[src/rtl/sr_595_pkg.sv]
// Shared defaults and row-line helpers for the 74595 PMOD link (driver, receiver, benches).
package sr_595_pkg;

    localparam int DEF_WIDTH = 8;
    localparam int DEF_ROWS  = 4;
    localparam int MAX_ROWS  = 32;
    localparam int ROW_IDX_W = $clog2(MAX_ROWS);

    // Callers zero-extend their row vector to MAX_ROWS bits.
    function automatic logic is_onehot(input logic [MAX_ROWS-1:0] v);
        return (v != '0) && ((v & (v - MAX_ROWS'(1))) == '0);
    endfunction

    function automatic logic [ROW_IDX_W-1:0] onehot_encode(input logic [MAX_ROWS-1:0] v);
        logic [ROW_IDX_W-1:0] idx;
        idx = '0;
        for (int i = 0; i < MAX_ROWS; i++) begin
            if (v[i]) idx = idx | ROW_IDX_W'(i);
        end
        return idx;
    endfunction

endpackage

[src/rtl/sr_sync_edge.sv]
// N-bit pin synchroniser. Output is either a registered rising-edge pulse, the level delayed
// to line up with that pulse, or the plain synchronised level.
module sr_sync_edge #(
    parameter int N      = 1,
    parameter int STAGES = 2,
    parameter bit EDGE   = 1'b0,
    parameter bit ALIGN  = 1'b1
) (
    input  logic         clk_16mhz,
    input  logic         rst_n,
    input  logic [N-1:0] pins,
    output logic [N-1:0] q
);

    logic [STAGES*N-1:0] chain_reg;
    logic [N-1:0]        sync;

    always_ff @(posedge clk_16mhz or negedge rst_n) begin
        if (!rst_n) chain_reg <= '0;
        else        chain_reg <= {chain_reg[(STAGES-1)*N-1:0], pins};
    end

    assign sync = chain_reg[STAGES*N-1 -: N];

    generate
        if (EDGE) begin : g_edge
            logic [N-1:0] hist_reg;
            logic [N-1:0] rise_reg;
            always_ff @(posedge clk_16mhz or negedge rst_n) begin
                if (!rst_n) begin
                    hist_reg <= '0;
                    rise_reg <= '0;
                end else begin
                    hist_reg <= sync;
                    rise_reg <= sync & ~hist_reg;
                end
            end
            assign q = rise_reg;
        end else if (ALIGN) begin : g_align
            // One extra flop so data lines up with the registered edge pulses.
            logic [N-1:0] hist_reg;
            always_ff @(posedge clk_16mhz or negedge rst_n) begin
                if (!rst_n) hist_reg <= '0;
                else        hist_reg <= sync;
            end
            assign q = hist_reg;
        end else begin : g_level
            assign q = sync;
        end
    endgenerate

endmodule

[src/rtl/sr_595_rx.sv]
// Receiver for the 74595 PMOD link: rebuilds shift/storage registers from the pins and files
// each latched word into a row-indexed frame store, flagging bad row selects and bit counts.
module sr_595_rx
    import sr_595_pkg::*;
#(
    parameter int WIDTH       = DEF_WIDTH,
    parameter int ROWS        = DEF_ROWS,
    parameter int SYNC_STAGES = 2
) (
    input  logic                    clk_16mhz,
    input  logic                    rst_n,
    input  logic                    sr_clk,
    input  logic                    sr_ser,
    input  logic                    sr_lat,
    input  logic                    sr_oe,
    input  logic [ROWS-1:0]         line,
    output logic [WIDTH-1:0]        word_q,
    output logic [$clog2(ROWS)-1:0] word_row,
    output logic                    word_valid,
    output logic                    oe_q,
    output logic                    row_err,
    output logic                    len_err,
    input  logic [$clog2(ROWS)-1:0] rd_row,
    output logic [WIDTH-1:0]        rd_data
);

    localparam int RW = $clog2(ROWS);
    localparam int CW = $clog2(WIDTH) + 1;

    logic [1:0]      edge_q;
    logic [ROWS:0]   data_q;
    logic            clk_rise, lat_rise, ser_l;
    logic [ROWS-1:0] line_l;

    sr_sync_edge #(.N(2), .STAGES(SYNC_STAGES), .EDGE(1'b1), .ALIGN(1'b1)) u_edge (
        .clk_16mhz (clk_16mhz),
        .rst_n     (rst_n),
        .pins      ({sr_lat, sr_clk}),
        .q         (edge_q)
    );

    sr_sync_edge #(.N(ROWS + 1), .STAGES(SYNC_STAGES), .EDGE(1'b0), .ALIGN(1'b1)) u_data (
        .clk_16mhz (clk_16mhz),
        .rst_n     (rst_n),
        .pins      ({line, sr_ser}),
        .q         (data_q)
    );

    sr_sync_edge #(.N(1), .STAGES(SYNC_STAGES), .EDGE(1'b0), .ALIGN(1'b0)) u_oe (
        .clk_16mhz (clk_16mhz),
        .rst_n     (rst_n),
        .pins      (sr_oe),
        .q         (oe_q)
    );

    assign clk_rise = edge_q[0];
    assign lat_rise = edge_q[1];
    assign ser_l    = data_q[0];
    assign line_l   = data_q[ROWS:1];

    logic          row_ok;
    logic [RW-1:0] row_idx;

    assign row_ok  = is_onehot(MAX_ROWS'(line_l));
    assign row_idx = RW'(onehot_encode(MAX_ROWS'(line_l)));

    logic [WIDTH-1:0] sh_reg;
    logic [WIDTH-1:0] word_q_reg;
    logic [RW-1:0]    word_row_reg;
    logic             word_valid_reg, row_err_reg, len_err_reg;
    logic [CW-1:0]    bit_cnt_reg;

    always_ff @(posedge clk_16mhz or negedge rst_n) begin
        if (!rst_n) begin
            sh_reg         <= '0;
            word_q_reg     <= '0;
            word_row_reg   <= '0;
            word_valid_reg <= 1'b0;
            row_err_reg    <= 1'b0;
            len_err_reg    <= 1'b0;
            bit_cnt_reg    <= '0;
        end else begin
            word_valid_reg <= 1'b0;
            row_err_reg    <= 1'b0;
            len_err_reg    <= 1'b0;
            if (clk_rise) sh_reg <= {sh_reg[WIDTH-2:0], ser_l};
            if (lat_rise) begin
                // Latch takes the pre-shift word; a coincident shift counts as the next word's first bit.
                word_q_reg  <= sh_reg;
                bit_cnt_reg <= clk_rise ? CW'(1) : '0;
                len_err_reg <= (bit_cnt_reg != CW'(WIDTH));
                if (row_ok) begin
                    word_row_reg   <= row_idx;
                    word_valid_reg <= 1'b1;
                end else begin
                    row_err_reg <= 1'b1;
                end
            end else if (clk_rise && (bit_cnt_reg != '1)) begin
                bit_cnt_reg <= bit_cnt_reg + CW'(1);
            end
        end
    end

    logic [WIDTH-1:0] row_data [ROWS];

    generate
        for (genvar gi = 0; gi < ROWS; gi++) begin : g_row
            logic [WIDTH-1:0] row_reg;
            always_ff @(posedge clk_16mhz or negedge rst_n) begin
                if (!rst_n)                                           row_reg <= '0;
                else if (lat_rise && row_ok && (row_idx == RW'(gi)))  row_reg <= sh_reg;
            end
            assign row_data[gi] = row_reg;
        end
    endgenerate

    assign rd_data    = row_data[rd_row];
    assign word_q     = word_q_reg;
    assign word_row   = word_row_reg;
    assign word_valid = word_valid_reg;
    assign row_err    = row_err_reg;
    assign len_err    = len_err_reg;

endmodule

[config.mk]
export PLATFORM = sky130hd
export DESIGN_NAME = sr_595_rx
export DESIGN_NICKNAME = d
export VERILOG_FILES = /design/src/rtl/sr_595_pkg.sv /design/src/rtl/sr_sync_edge.sv /design/src/rtl/sr_595_rx.sv
export SDC_FILE = /design/constraint.sdc
export NUM_CORES = 1
export LEC_CHECK = 0
export CORE_MARGIN = 4
export CORE_UTILIZATION = 42
export DETAILED_ROUTE_END_ITERATION = 16
export MAX_ROUTING_LAYER = met4
export PLACE_DENSITY = 0.64
export RECOVER_POWER = 25
export SLEW_MARGIN = 20
export SYNTH_ARGS = -nofsm -noshare
export SYNTH_HDL_FRONTEND = slang
export SYNTH_HIERARCHICAL = 1
export SYNTH_SLANG_ARGS = --single-unit
[constraint.sdc]
create_clock -name clk_16mhz -period 5.3 [get_ports clk_16mhz]
set_clock_uncertainty 0.2 [all_clocks]
set_input_delay 1.325 -clock clk_16mhz [delete_from_list [all_inputs] [get_ports clk_16mhz]]
set_output_delay 1.325 -clock clk_16mhz [all_outputs]
set_load 0.01 [all_outputs]
==> results.txt, run 1 <==
* Result of the run: finished clean
- Summed over all cells, the static leakage comes to between 1.5 and 2 nW.
* Hold Buf Count CTS: 0
- Summed over all layers, the routed wires come to between 5 and 6 mm.
- Post-CTS repair changed the size of 0 cells.
* Via count of the first global-routing pass: around 1.8k
- The share of the Yosys chip area taken by registers is 0.646.
* Maximum net fanout on the critical path: 5
* Largest net degree at the start of global routing: between 80 and 90
- Number of remaining DRC errors: 0
* Total number of vias: 1703
- Across every metal layer, demand over resource in global routing totals 0.140.
- Dividing the final minimum period by the clock period gives 0.896.
* Kind of start point of the critical path: primary input
- Number of max-cap violations: 0
- Buffers added to address setup during post-CTS repair amount to 0.
- Data on the critical path is required at its endpoint by roughly 3.8 ns.
- Clock latency on the worst-skew pair: about 0.34 ns
* Kind of end point of the critical path: output port
- Growth of design area from synthesis to finish: 19.5%
* Flip-flop count of the largest register, all copies and words added: 32
- Of the cells placed in the final design, the portion with a size suffix greater than 1 is 0.335.
- Aggregate negative setup slack: 0 ns
* First DRT Iteration DRCs: 67
* Worst Tran Pin Value: around 0.72 ns
- The smallest clock period supported by the final layout is computed as around 4.8 ns.
- Final hold analysis gives a worst-case slack of roughly 0.15 ns.
* Nets: approximately 250
- The final number of hold-violating endpoints was 0.
- After detailed routing, the average wire length per cell comes to 15.7 um.
- From left edge to right edge, the die measures between 90 and 100 um.
- Clock slew seen by the registers of the worst setup and hold paths: 0.08 ns
- CTS saw just over 80 sinks.
- Relative slew slack: 0.520
- The top cell types in the final layout, fill and taps aside, are dfrtp_1, mux2_2, clkdlybuf4s50_1.
- WS Path Type: primary input to output port
- Leaving out fill and tap cells, the most frequent cell in the layout is dfrtp_1.
* Antenna-violating nets left: 0
- The total area inside the core boundary comes to approximately 7300 sq um.
- The final max-slew violation count was 0.
- Tightest Hold Check Type: flip-flop to flip-flop
- Htree depth: 3
* Clk root buf: clkbuf_8
* Synth warnings: 6
* Detailed placement HPWL: roughly 3.4 mm
- Pin placement for this block handled 34 I/O pins.
* Number of endpoints failing setup at the final stage: 0
- Maximum clock rate: 211 MHz
* Unrepaired setup endpoints after global routing: false
* CTS tree: done
- Syn Nets: 213
- Number of antenna repair diodes: 0
* Synthesized area per cell: 16.0 sq um
- Routability congestion estimate: 0.751
- Measured along the y axis, the die boundary spans 95.0 um.
- Number of clock buffers inserted by TritonCTS: 9
- The floorplan has 31 rows.
- Total grt overflow: 0
- The number of different library cells used by synthesis comes to 37.
* Initial Utilization: 0.436
* Area enclosed by the die boundary: around 9000 sq um
- Input/output buffers: 33
- Ratio of routed vias to standard cells: 5.04
- Number of iterations in the first detailed-routing pass: 4
- The first global-routing pass estimated ~9 mm of wire.
- The number of antenna violations at the first check in global routing came to 0.
- In this run, synthesis produced a sequential element count of 82.
- Worst vdd ir: approximately 0.19 mV
- Buffer depth of the longest clock path: 2
* Arrival time of the worst setup path: roughly 3.2 ns
- After synthesis the cells add up to ~3200 sq um.
- Dividing total power by cell area gives a power density of 432 nW/um^2.
- Post-synthesis cell count: 199
-- routing by layer --
metal	GRT usage	vias up	wire length [um]
li1	-	788	-
met1	0.176	877	2410
met2	0.215	31	2590
met3	0.0367	7	230
met4	0.0601	0	76
met5	-	-	0
-- cell type report --
class	count	area (sq um)
Timing Repair Buffer	34	339
Tap cell	99	124
Clock inverter	6	90.1
Fill cell	645	3490
Clock buffer	10	128
Inverter	4	15.0
Multi-Input combinational cell	103	1050
Sequential cell	82	2050
-- critical path, cell delays in order --
cell and delay, ns:
clkdlybuf4s50_1 0.64, buf_4 0.24, mux4_2 0.52, clkdlybuf4s50_1 0.50
-- report_power, final --
part | internal [mW] | switching, mW | leakage [nW]
clock | 0.267 | 0.223 | 0.107
combinational | 0.202 | 0.0978 | 0.519
sequential | 0.752 | 0.101 | 1.03
total | 1.22 | 0.421 | 1.66
-- metrics by stage --
step	cells	cell area, sq um	power [mW]	setup WS [ns]	util
2_1_floorplan	199	3180	1.01	1.66	-
3_3_place_gp	322	3590	1.17	0.535	0.492
3_5_place_dp	322	3590	1.18	0.545	0.492
4_1_cts	338	3800	1.67	0.527	0.522
5_1_grt	338	3800	1.73	0.477	0.521
6_report	338	3800	1.64	0.549	0.521
-- path summary, 6_finish.rpt --
check	slack, ns	cells after the start	from	to
max	0.55	4	rd_row[0]	rd_data[1]
min	0.15	0	u_data/chain_reg[3]	u_data/chain_reg[8]
max reg2reg	2.98	3	u_edge/q[1]	g_row[0].row_reg[1]
min reg2reg	0.15	0	u_data/chain_reg[3]	u_data/chain_reg[8]
max in group asynchronous	3.60	1	rst_n	bit_cnt_reg[1]
min in group asynchronous	0.82	1	rst_n	u_oe/chain_reg[0]
-- Yosys cell counts --
master     n  share of area
a221oi_1   1         0.0028
a41o_1     1         0.0031
nand2_1    7         0.0083
xor2_1     1         0.0028
nor3b_1    1         0.0024
or3_1      1         0.0020
nand3_1    1         0.0016
nor4b_1    2         0.0055
nand3_2    2         0.0063
or4b_1     1         0.0031
and2b_2    1         0.0028
o41ai_1    1         0.0028
nor2b_1    1         0.0020
nand4_1    1         0.0020
o21ai_0    3         0.0047
and2_1     1         0.0020
nor2b_4    2         0.0087
o211ai_1   1         0.0024
buf_2      3         0.0047
nor4_4     1         0.0067
inv_1      4         0.0047
nor2_1     3         0.0035
buf_1      1         0.0012
mux4_2     8          0.057
clkbuf_1   3         0.0035
a211oi_1   3         0.0071
a31oi_1    1         0.0020
dfrtp_1   82           0.65
a21oi_1    3         0.0047
buf_4      2         0.0047
ha_1       2         0.0079
a21boi_0   1         0.0024
nand2_2    1         0.0020
mux2_2    48           0.17
clkbuf_2   1         0.0016
nor3_1     2         0.0031
a211o_1    1         0.0028
-- cell families after synthesis --
group / count (synthesis) / synth area share
AOI/OAI and AO/OA: 16 / 0.0346
xor gates and xnor gates: 1 / 0.00276
buffers and inverters: 14 / 0.0205
DFF: 82 / 0.646
muxes: 56 / 0.227
adders and majority gates: 2 / 0.00787
and+or+nand+nor: 28 / 0.0618
Power figures use the tool's default switching activity.
==> run 2: changes to the inputs <==
- PLACE_DENSITY: 0.64 -> not set
- PLACE_DENSITY_LB_ADDON: not set -> 0.1
==> run 2 against run 1 <==
  * Hold slack got worse by 0.0011 ns
  * Critical endpoint unchanged
  * Sequential share of layout area increased by 0.56 points
  * Critical path depth unchanged
  * Routed wire length increased by 9.9%
  * Non-clock buffer count unchanged
  * First-iteration DRC count increased by 79%
  * Clock-buffer cell count increased by 2
  * Sequential cell count unchanged
  * Register-to-register slack got worse by 0.05 ns
  * Final cell count unchanged
  * Via count increased by 3.2%
  * Die area unchanged
==> results.txt, run 2 (synthesis gave the netlist of run 1 again) <==
* # IOs: 34
- Flip-flop count of the largest register, all copies and words added: 32
* Area enclosed by the die boundary: between 9000 and 10000 sq um
* Number of antenna repair diodes: 0
- Internal power: approximately 1.2 mW
- The worst-case IR drop observed on VDD is 0.234 mV.
* Required time worst endpoint: 3.77 ns
* Reg2reg end: g_row[0].row_reg[5]
- Reg2Reg Setup Slack: 2.93 ns
- Unrepaired setup endpoints after global routing: false
* Fraction of layout cells with a size suffix above 1: 0.331
- The first TritonRoute pass finished after 4 iterations.
* WHS: 0.144 ns
* Ratio of routed vias to standard cells: 5.20
* Cell area power density: ~420 nW/um^2
* Maximum clock rate: 211 MHz
- The tightest min-delay check is of the flip-flop to flip-flop type.
- Kind of start point of the critical path: primary input
* Initial Utilization: 0.436
- First DRT Iteration DRCs: 120
- The number of gates resized after CTS was 0.
- Antenna-violating nets left: 0
- Subtracting the final worst setup slack from the clock period gives 4.74 ns.
- The analysis attributes to cell leakage a power of 1.64 nW.
* Number of remaining DRC errors: 0
- In this run the deepest clock path goes through 2 buffers.
* Worst r2r path cells: 3
- Area taken by multi-input logic gates: 1050 sq um
- Wire length of the first global-routing pass: between 9 and 10 mm
* Relative slew slack: 0.518
- The routed design has 5.83 mm of wire.
- At the pin with the least slew margin, the transition time is approximately 0.72 ns.
* Clock slew seen by the registers of the worst setup and hold paths: approximately 0.080 ns
* Clock Sink Count: about 80
- The share of total power dissipated in sequential elements is 0.544.
- Clock latency on the worst-skew pair: between 0.3 and 0.4 ns
- The total area inside the core boundary comes to roughly 7300 sq um.
- In this run the most critical hold path is launched from u_data/chain_reg[2].
- At the end of routability-driven placement, the weighted congestion stood at ~0.75.
- For this design the total switching power over the nets is just over 0.4 mW.
- Clock tree synthesis inserted a total of 9 buffers.
- The initialized floorplan defines 31 standard-cell rows.
- Htree depth: 3
- STA puts the critical path data arrival time at about 3.2 ns.
- Switching fraction of total power: 0.265
- Buffers added to address setup during post-CTS repair amount to 0.
* Largest net degree at the start of global routing: 83
- Total grt overflow: 0
* Detailed placement HPWL: roughly 3.8 mm
- Leaving out fill and tap cells, the most frequent cells in the layout are dfrtp_1, mux2_2, clkdlybuf4s50_1.
* Antenna violations before repair: 0
- Die Y: around 95 um
- The run finished with clean final reports.
- Die Wd: 95.0 um
* Number of hold-slack violations in the final timing report: 0
- Flip-flop and latch area: about 2100 sq um
* Wirelength per Cell: 17.3 um
* Total global-route track usage: 0.153
- Maximum net fanout on the critical path: 5
- Fill cell instance count of the final layout: roughly 650
- The final max-slew violation count came to 0.
- Share of power burned in combinational logic: 0.195
- Number of endpoints failing setup at the final stage: 0
- Leaving out fill and tap cells, the most frequent cell in the layout is dfrtp_1.
- Clk root buf: clkbuf_8
- Aggregate negative setup slack: 0 ns
* WS Path Type: primary input to output port
* CTS tree: done
- Growth of design area from synthesis to finish: 18.3%
* Kind of end point of the critical path: output port
- The via count of the first global-routing pass came to approximately 1.9k.
- Fin crit share: 0.894
- Number of max-cap violations: 0
- Total number of vias: between 1.5k and 2k
- Number of instances on the worst hold path: 0
- The share of total power dissipated in the clock network is 0.261.
- End point of the most critical hold path: u_data/chain_reg[7]
- Nets: between 200 and 250
- In this run the critical register-to-register path is launched from u_edge/q[1].
- Input/output buffers: 33
- Buffers inserted to repair hold after CTS numbered 0.
==> run 2: layout make-up <==
cell class                      instances  area share
Inverter                                4     0.00399
Clock inverter                          4     0.00699
Sequential cell                        82       0.546
Multi-Input combinational cell        103       0.279
Clock buffer                           12      0.0413
Tap cell                               99      0.0329
Timing Repair Buffer                   34      0.0902
==> run 2: power by group through the flow <==
| stage | clock [mW] | combinational (mW) | sequential, mW |
|---|---|---|---|
| 5_1_grt | 0.458 | 0.333 | 0.873 |
| 3_3_place_gp | 0 | 0.303 | 0.853 |
| 4_1_cts | 0.426 | 0.313 | 0.854 |
| 6_report | 0.408 | 0.304 | 0.852 |
| 2_1_floorplan | 0 | 0.171 | 0.840 |
| 3_5_place_dp | 0 | 0.312 | 0.866 |
==> run 2: how the worst max path moves through the flow <==
stage               slack, ns         end  cells past startpoint      start
floorplan                1.66  rd_data[0]                      2  rd_row[0]
global route             0.47  rd_data[1]                      4  rd_row[0]
finish                   0.56  rd_data[1]                      4  rd_row[0]
global placement         0.54  rd_data[1]                      4  rd_row[0]
detailed placement       0.54  rd_data[4]                      4  rd_row[0]
CTS                      0.53  rd_data[1]                      4  rd_row[0]
==> run 2: layer usage <==
metal  track usage  vias to the layer above  wire (um)
met5             -                        -          0
met4        0.0505                        0         77
met3        0.0542                       11        275
met2         0.237                       52       2930
met1         0.188                      910       2550
li1              -                      784          -
==> run 2: worst max-delay path: stages <==
cell	delay, ns
clkdlybuf4s50_1	0.63
buf_4	0.24
mux4_2	0.52
clkdlybuf4s50_1	0.50
==> run 2: per-stage QoR <==
| stage | power [mW] | worst slack (ns) | cells | util | cell area, sq um |
|---|---|---|---|---|---|
| 2_1_floorplan | 1.01 | 1.66 | 199 | - | 3180 |
| 3_3_place_gp | 1.16 | 0.543 | 322 | 0.492 | 3590 |
| 3_5_place_dp | 1.18 | 0.540 | 322 | 0.492 | 3590 |
| 4_1_cts | 1.59 | 0.531 | 338 | 0.517 | 3770 |
| 5_1_grt | 1.66 | 0.475 | 338 | 0.516 | 3760 |
| 6_report | 1.56 | 0.562 | 338 | 0.516 | 3760 |
